## src/rtl/simd_mac_seq.sv

```systemverilog
// rtl/simd_mac_seq.sv - tile job sequencer for a dual-weight SIMD MAC array
module simd_mac_seq #(
    parameter int row     = 8,
    parameter int col     = 8,
    parameter int cnt_bw  = 8,
    parameter int lane_bw = 3
) (
    input  logic               clk,
    input  logic               reset,
    input  logic               start,
    input  logic               abort,
    input  logic               mode_in,
    input  logic [cnt_bw-1:0]  k_len,
    output logic               act_mode,
    input  logic               w_empty,
    output logic               w_rd,
    output logic               load_en,
    output logic [lane_bw-1:0] w_lane,
    output logic               w_sel,
    output logic               w_both,
    input  logic               act_empty,
    output logic               act_rd,
    output logic               exec_valid,
    input  logic               ofifo_full,
    output logic               ofifo_wr,
    output logic               busy,
    output logic               done,
    output logic [2:0]         state
);

    typedef enum logic [2:0] {
        S_IDLE  = 3'd0,
        S_LOAD  = 3'd1,
        S_EXEC  = 3'd2,
        S_DRAIN = 3'd3,
        S_WRITE = 3'd4,
        S_DONE  = 3'd5
    } state_t;

    localparam int WC_BW = $clog2(2 * row + 1);
    localparam int DC_BW = (row + col > 2) ? $clog2(row + col) : 1;

    localparam logic [WC_BW-1:0] W_LAST_SINGLE = WC_BW'(row - 1);
    localparam logic [WC_BW-1:0] W_LAST_DUAL   = WC_BW'(2 * row - 1);
    localparam logic [DC_BW-1:0] D_LAST        = DC_BW'(row + col - 2);

    state_t             state_q;
    logic [cnt_bw-1:0]  k_len_q;
    logic [cnt_bw-1:0]  kc;
    logic [WC_BW-1:0]   wc;
    logic [DC_BW-1:0]   dc;
    logic [WC_BW-1:0]   w_last;
    logic [cnt_bw-1:0]  k_last;

    assign w_last = act_mode ? W_LAST_DUAL : W_LAST_SINGLE;
    // kc counts completed transfers 0..k_len-1, so k_len = 2^cnt_bw-1 never wraps
    assign k_last = k_len_q - cnt_bw'(1);

    // FIFO strobes: combinational so the pop/push lands in the cycle they are high
    assign w_rd       = (state_q == S_LOAD)  && !w_empty    && !abort;
    assign load_en    = w_rd;
    assign act_rd     = (state_q == S_EXEC)  && !act_empty  && !abort;
    assign exec_valid = act_rd;
    assign ofifo_wr   = (state_q == S_WRITE) && !ofifo_full && !abort;

    assign w_lane = (state_q != S_LOAD) ? '0 :
                    act_mode ? lane_bw'(wc >> 1) : lane_bw'(wc);
    assign w_sel  = (state_q == S_LOAD) && act_mode && wc[0];
    assign w_both = (state_q == S_LOAD) && !act_mode;

    assign busy  = (state_q != S_IDLE);
    assign done  = (state_q == S_DONE);
    assign state = state_q;

    always_ff @(posedge clk or posedge reset) begin
        if (reset) begin
            state_q  <= S_IDLE;
            act_mode <= 1'b0;
            k_len_q  <= '0;
            kc       <= '0;
            wc       <= '0;
            dc       <= '0;
        end else if (abort && (state_q != S_IDLE)) begin
            state_q <= S_IDLE;
            kc      <= '0;
            wc      <= '0;
            dc      <= '0;
        end else begin
            case (state_q)
                S_IDLE: begin
                    if (start && !abort) begin
                        act_mode <= mode_in;
                        k_len_q  <= k_len;
                        kc       <= '0;
                        wc       <= '0;
                        dc       <= '0;
                        state_q  <= (k_len != '0) ? S_LOAD : S_DONE;
                    end
                end
                S_LOAD: begin
                    if (w_rd) begin
                        if (wc == w_last) begin
                            wc      <= '0;
                            state_q <= S_EXEC;
                        end else begin
                            wc <= wc + WC_BW'(1);
                        end
                    end
                end
                S_EXEC: begin
                    if (act_rd) begin
                        if (kc == k_last) begin
                            kc      <= '0;
                            state_q <= S_DRAIN;
                        end else begin
                            kc <= kc + cnt_bw'(1);
                        end
                    end
                end
                S_DRAIN: begin
                    // pipeline flush through the row+col-1 deep array skew
                    if (dc == D_LAST) begin
                        dc      <= '0;
                        state_q <= S_WRITE;
                    end else begin
                        dc <= dc + DC_BW'(1);
                    end
                end
                S_WRITE: begin
                    if (ofifo_wr) begin
                        if (kc == k_last) begin
                            kc      <= '0;
                            state_q <= S_DONE;
                        end else begin
                            kc <= kc + cnt_bw'(1);
                        end
                    end
                end
                S_DONE: begin
                    state_q <= S_IDLE;
                end
                default: begin
                    state_q <= S_IDLE;
                end
            endcase
        end
    end

endmodule
```

## config.mk

```make
export PLATFORM = sky130hd
export DESIGN_NAME = simd_mac_seq
export DESIGN_NICKNAME = d
export VERILOG_FILES = /design/src/rtl/simd_mac_seq.sv
export SDC_FILE = /design/constraint.sdc
export NUM_CORES = 1
export LEC_CHECK = 0
export CAP_MARGIN = 20
export CORE_MARGIN = 2
export CORE_UTILIZATION = 53
export CTS_CLUSTER_SIZE = 12
export DETAILED_ROUTE_END_ITERATION = 7
export GPL_ROUTABILITY_DRIVEN = 0
export PLACE_DENSITY = 0.79
export SYNTH_ARGS = -nofsm -noshare
export SYNTH_HDL_FRONTEND = slang
export SYNTH_SLANG_ARGS = --single-unit
export TNS_END_PERCENT = 50
```

## constraint.sdc

```tcl
create_clock -name clk -period 3.2 [get_ports clk]
set_input_delay 0.48 -clock clk [delete_from_list [all_inputs] [get_ports clk]]
set_output_delay 0.48 -clock clk [all_outputs]
set_load 0.02 [all_outputs]
```

Word-level counts from Yosys, hierarchy flattened
Index checks and enable logic that the tools add are counted.
{"block": "totals", "reg_bits": 29, "word_cells": 84}
{"block": "op_classes", "add_sub_neg": 4, "eq_ne": 17, "mux": 29, "bitwise": 1, "n_reduce_logical": 27}
{"op": "$mux 8", "count": 5}
{"op": "$mux 3", "count": 12}
{"op": "$pmux 8 s3", "count": 1}
{"op": "$mux 5", "count": 4}
{"op": "$mux 4", "count": 4}
{"op": "$pmux 3 s5", "count": 1}
{"op": "$ne 3x1->1 const B", "count": 4}
{"op": "$logic_and 1x1->1", "count": 11}
{"op": "$pmux 5 s2", "count": 1}
{"op": "$ne 3x2->1 const B", "count": 3}
{"op": "$reduce_bool 3->1", "count": 3}
{"op": "$add 8x1->8 const B", "count": 1}
{"op": "$eq 8x8->1", "count": 1}
{"op": "$pmux 4 s2", "count": 1}
{"op": "$reduce_and 8->1", "count": 1}
{"op": "$reduce_bool 8->1", "count": 1}
{"op": "$sub 8x1->8 const B", "count": 1}
{"op": "$eq 3x2->1 const B", "count": 2}
{"op": "$eq 3x3->1 const B", "count": 2}
{"op": "$ne 3x3->1 const B", "count": 2}
{"op": "$reduce_and 3->1", "count": 2}
{"op": "$add 5x1->5 const B", "count": 1}
{"op": "$eq 5x4->1", "count": 1}
{"op": "$logic_not 1->1", "count": 5}
{"op": "8 further kinds", "count": 8}

Longest topological paths before layout
Gate-level depths: netlist (run 1).
{"block": "depth", "depth_word": 6, "mapped_depth": 8, "ltp_nobuf": 8}

Worst setup path after synthesis (run 1)
Ideal clock, no wire load.
{"block": "synth_timing", "path_type": "register to output", "from": "register state_q[2] (netlist: state[2])", "to": "output port ofifo_wr", "t_arrival_ps": 2297, "required_time_ps": 2720, "path_slack_ps": 423, "stages_incl_launch_ff": 8, "path_buffers": 1, "path_cell_list": "dfrtp_1 > or3b_2 > clkbuf_1 > nand2b_1 > o21ai_0 > a211o_1 > or3_1 > nor3b_1"}
{"block": "synth_between", "elab_chain_cells": 3}
{"item": "from (decl)", "line_no": "47", "rtl": "state_t state_q;"}
{"item": "from (signal assigned)", "line_no": "97", "rtl": "state_q <= (k_len != '0) ? S_LOAD : S_DONE;"}
{"item": "$eq 3x3->1", "line_no": "64", "rtl": "assign ofifo_wr = (state_q == S_WRITE) && !ofifo_full && !abort;"}
{"item": "$logic_and 1x1->1 (2 in a row)", "line_no": "64"}
{"item": "to (decl)", "line_no": "25", "rtl": "output logic ofifo_wr,"}
Every way passes these cells.

==> reports/qor.yml, run 1 <==
global_routing:
  first_global_vias: 1683
  busiest_layer: "met2"
  track_usage_pct: 23.2
  gr-usage-met3_pct: 4.75
  grt_max_degree: 30
  antenna_found_initial: 0
  grtUsageMet2_pct: 43.2
  grtUsageMet1_pct: 26.2
  grt_pass1_wl_mm: 7.41
  grt_overflow_total: 0
synth:
  synthCells: 217
  yosysWarnings: 0
  synth-main-ff-cell: "dfrtp_1"
  synth_seq_area_share_pct: 37.6
  yosys-mux-area-fraction_pct: 6.80
  synth_most_common_cell: "dfrtp_1"
  synth-async-reset-ratio_pct: 100
  synth-simple-area-share_pct: 23.7
  synth_common_cells: "29 x dfrtp_1, 21 x o21ai_0, 20 x nor2_1"
  synth_top_area_share_pct: 37.6
  synthXorXnorAreaFrac_pct: 4.99
  yosys.area.top_type: "dfrtp_1"
  synth-seq-cells: 29
  yosys.area_share.adder_pct: 4.28
  synth_top_family_by_area: "simple AND/OR/NAND/NOR gates"
  synth_area_leaders: "dfrtp_1 38%, o21ai_0 5.4%, mux2_2 5.2%"
  synth-edff-count: 0
  synth_nets: 238
  syn_area_sq_um: 1930
  ys_types: 47
  avgSynthCellArea_sq_um: 8.90
  synth-compound-area-share_pct: 18.1
die:
  pin_count: 32
  die_w_um: 64.4
  dieArea_sq_um: 4140
  die_h_um: 64.4
  core_sq_um: 3420
  rows: 21
  initial_core_util_pct: 56.5
worst_setup_path:
  startpoint_type: "flop"
  cp-end-kind: "primary output"
  r2r_slack_ns: 0.78
  cpPeakStageDelay_ns: 0.50
  slowest_stage: "or4_4"
  crit_arrival_ns: 2.66
  worst-endpoint-required_ns: 2.72
  crit_type: "flop to primary output"
  r2r_cells: 10
  cp_cell_sequence: "inv_1 -> ha_2 -> nand2b_1 -> or4_4 -> a211oi_4 -> a31oi_4 -> or3_1 -> nor3b_1 -> buf_2"
  cp_max_fo: 4
  timing.rr.start: "k_len_q[0]"
  reg2reg_to: "kc[6]"
sta:
  hold_viol: 0
  relSlewSlack_pct: 67.6
  fmax_mhz: 319
  setup_viol: 0
  slew_violations: 0
  post-route-min-period_ns: 3.14
  skew_ns: 0.00747
  fin_crit_sh_pct: 98.1
  rsz0062_at_grt: "true"
  tightestPinTransition_ns: 0.484
route:
  drtPass1Iterations: 4
  drc: 0
  wirelength_mm: 4.54
  avgViaCountPerCell: 5.62
  wl_per_cell_um: 14.5
  vias: 1760
  postRouteAntennaNets: 0
  initialDrtViolationCount: 78
cts:
  ctsHtreeMaxLevel: 2
  ctsRootBufferMaster: "clkbuf_4"
  clk_pin_slew_ns: 0.10
  post_cts_buffers: 0
  cts_tree: "yes"
  cts_made_buffers: 5
  clock_path_buffers: 2
  cts_num_sinks: 29
  cts_hold_buf: 0
  clock_latency_ns: 0.32
power:
  ir_worst_vdd_v: 0.000439
  pwr_density_cell_nw_per_um2: 763
  leakage_uw: 0.00102
  internal_power_uw: 1080
  seq_power_share_pct: 29.3
  power_uw: 1880
  comb_power_share_pct: 59.6
  switchingPower_uw: 797
  p_clk_share_pct: 11.2
  switching_share_pct: 42.4
placement:
  io_buffers: 31
  hpwl_mm: 3.45
  dpl_cell_area_sq_um: 2410
hold_path:
  hp-class: "primary input to asynchronous set/reset pin"
layout:
  fin_nets: 287
  n_antenna_cell: 0
  synthToLayoutAreaGrowth_pct: 27.4
  final_area_sq_um: 2460
  drive_gt1_share_pct: 17.2
run_status:
  status: "complete, no violations"
job:
  max_cap_viol_count: 0
## stage by stage
step | worst slack (ns) | cells | utilization [%] | TNS [ns] | hold WS [ns]
after floorplan | 0.423 | 217 | - | 0 | 0.467
after global placement | 0.0328 | 305 | 70.6 | 0 | 0.511
after detailed placement | -0.00368 | 305 | 70.6 | -0.00368 | 0.508
after CTS | 0.0246 | 313 | 71.9 | 0 | 0.519
after global routing | -0.0352 | 313 | 72.0 | -0.0352 | 0.537
final | 0.0610 | 313 | 72.0 | 0 | 0.521
## timing repair
item	CTS	global route
pin swaps	1	2
endpoints found under the setup margin	1	1
endpoints found under the hold margin	0	0
resized for setup	5	1
cloned	0	0
## worst max-delay path: cells and delay by family, from the launching register on
| family | cells | cell delay [ns] |
|---|---|---|
| adder cells (fa/ha/maj) | 1 | 0.18 |
| AO/OA/AOI/OAI | 2 | 0.43 |
| AND/OR/NAND/NOR | 4 | 1.08 |
| buffers and inverters | 2 | 0.24 |
| flip-flops | 1 | 0.41 |
## layout make-up
cell class                      count  area [sq um]
Fill cell                         281           956
Clock buffer                        6          41.3
Multi-Input combinational cell    167          1120
Inverter                           11          41.3
Sequential cell                    29           726
Clock inverter                      2          10.0
Timing Repair Buffer               52           463
Tap cell                           46          57.6
## registers in the layout (all words and copies together), names as in the netlist
name / cells
kc: 8
act_mode: 1
dc: 4
wc: 5
state: 3
k_len_q: 8
## cells in the final DEF, fill, tap and decap left out, types with 4 or more instances in the layout
cell type,synthesis,layout
xor2_1,5,5
nor2b_1,5,5
nand2b_1,8,8
nand2_1,15,15
ha_1,5,4
or3_1,5,5
dfrtp_1,29,29
clkdlybuf4s50_1,0,30
nor3_1,5,5
buf_4,2,21
xnor2_1,6,6
nor2_1,20,20
inv_1,11,11
mux2_2,9,9
clkbuf_4,0,5
o31ai_1,5,5
a21oi_1,5,5
nand3_1,9,9
o21ai_0,21,21
## worst max path at each step
| stage | from | endpoint | depth (start not counted) |
|---|---|---|---|
| final | k_len_q[0] | ofifo_wr | 9 |
| after global routing | k_len_q[0] | ofifo_wr | 9 |
| after CTS | k_len_q[0] | ofifo_wr | 9 |
| after detailed placement | k_len_q[0] | ofifo_wr | 9 |
| after global placement | k_len_q[0] | ofifo_wr | 9 |
| after floorplan | state[2] | ofifo_wr | 7 |
## metal layers
metal	vias up	routed length, um	share of wire, %
li1	874	-	-
met3	8	151	3.3
met1	843	1980	44
met4	0	86	1.9
met2	35	2320	51
met5	-	0	0
## power by group through the flow
stage / registers [uW] / clock network (uW) / logic [uW]
after floorplan: 577 / 0 / 679
after global placement: 551 / 0 / 1090
after detailed placement: 556 / 0 / 1110
after CTS: 549 / 214 / 1110
after global routing: 563 / 231 / 1220
final: 550 / 210 / 1120
## cell families (layout without fill, tap and decap cells)
group	Yosys count	in the layout
buffers and inverters	21	71
XOR/XNOR	11	11
multiplexers	12	12
flip-flops	29	29
AO/OA/AOI/OAI	51	51
AND/OR/NAND/NOR	86	86
adder cells (fa/ha/maj)	7	7
No activity file was read; power rests on OpenSTA's default activity.
==> run 2: changes to the inputs <==
CTS_CLUSTER_DIAMETER = 40   (was default)
==> results of run 2 <==
Final layout, timing and power as in run 1 (identical DEF).
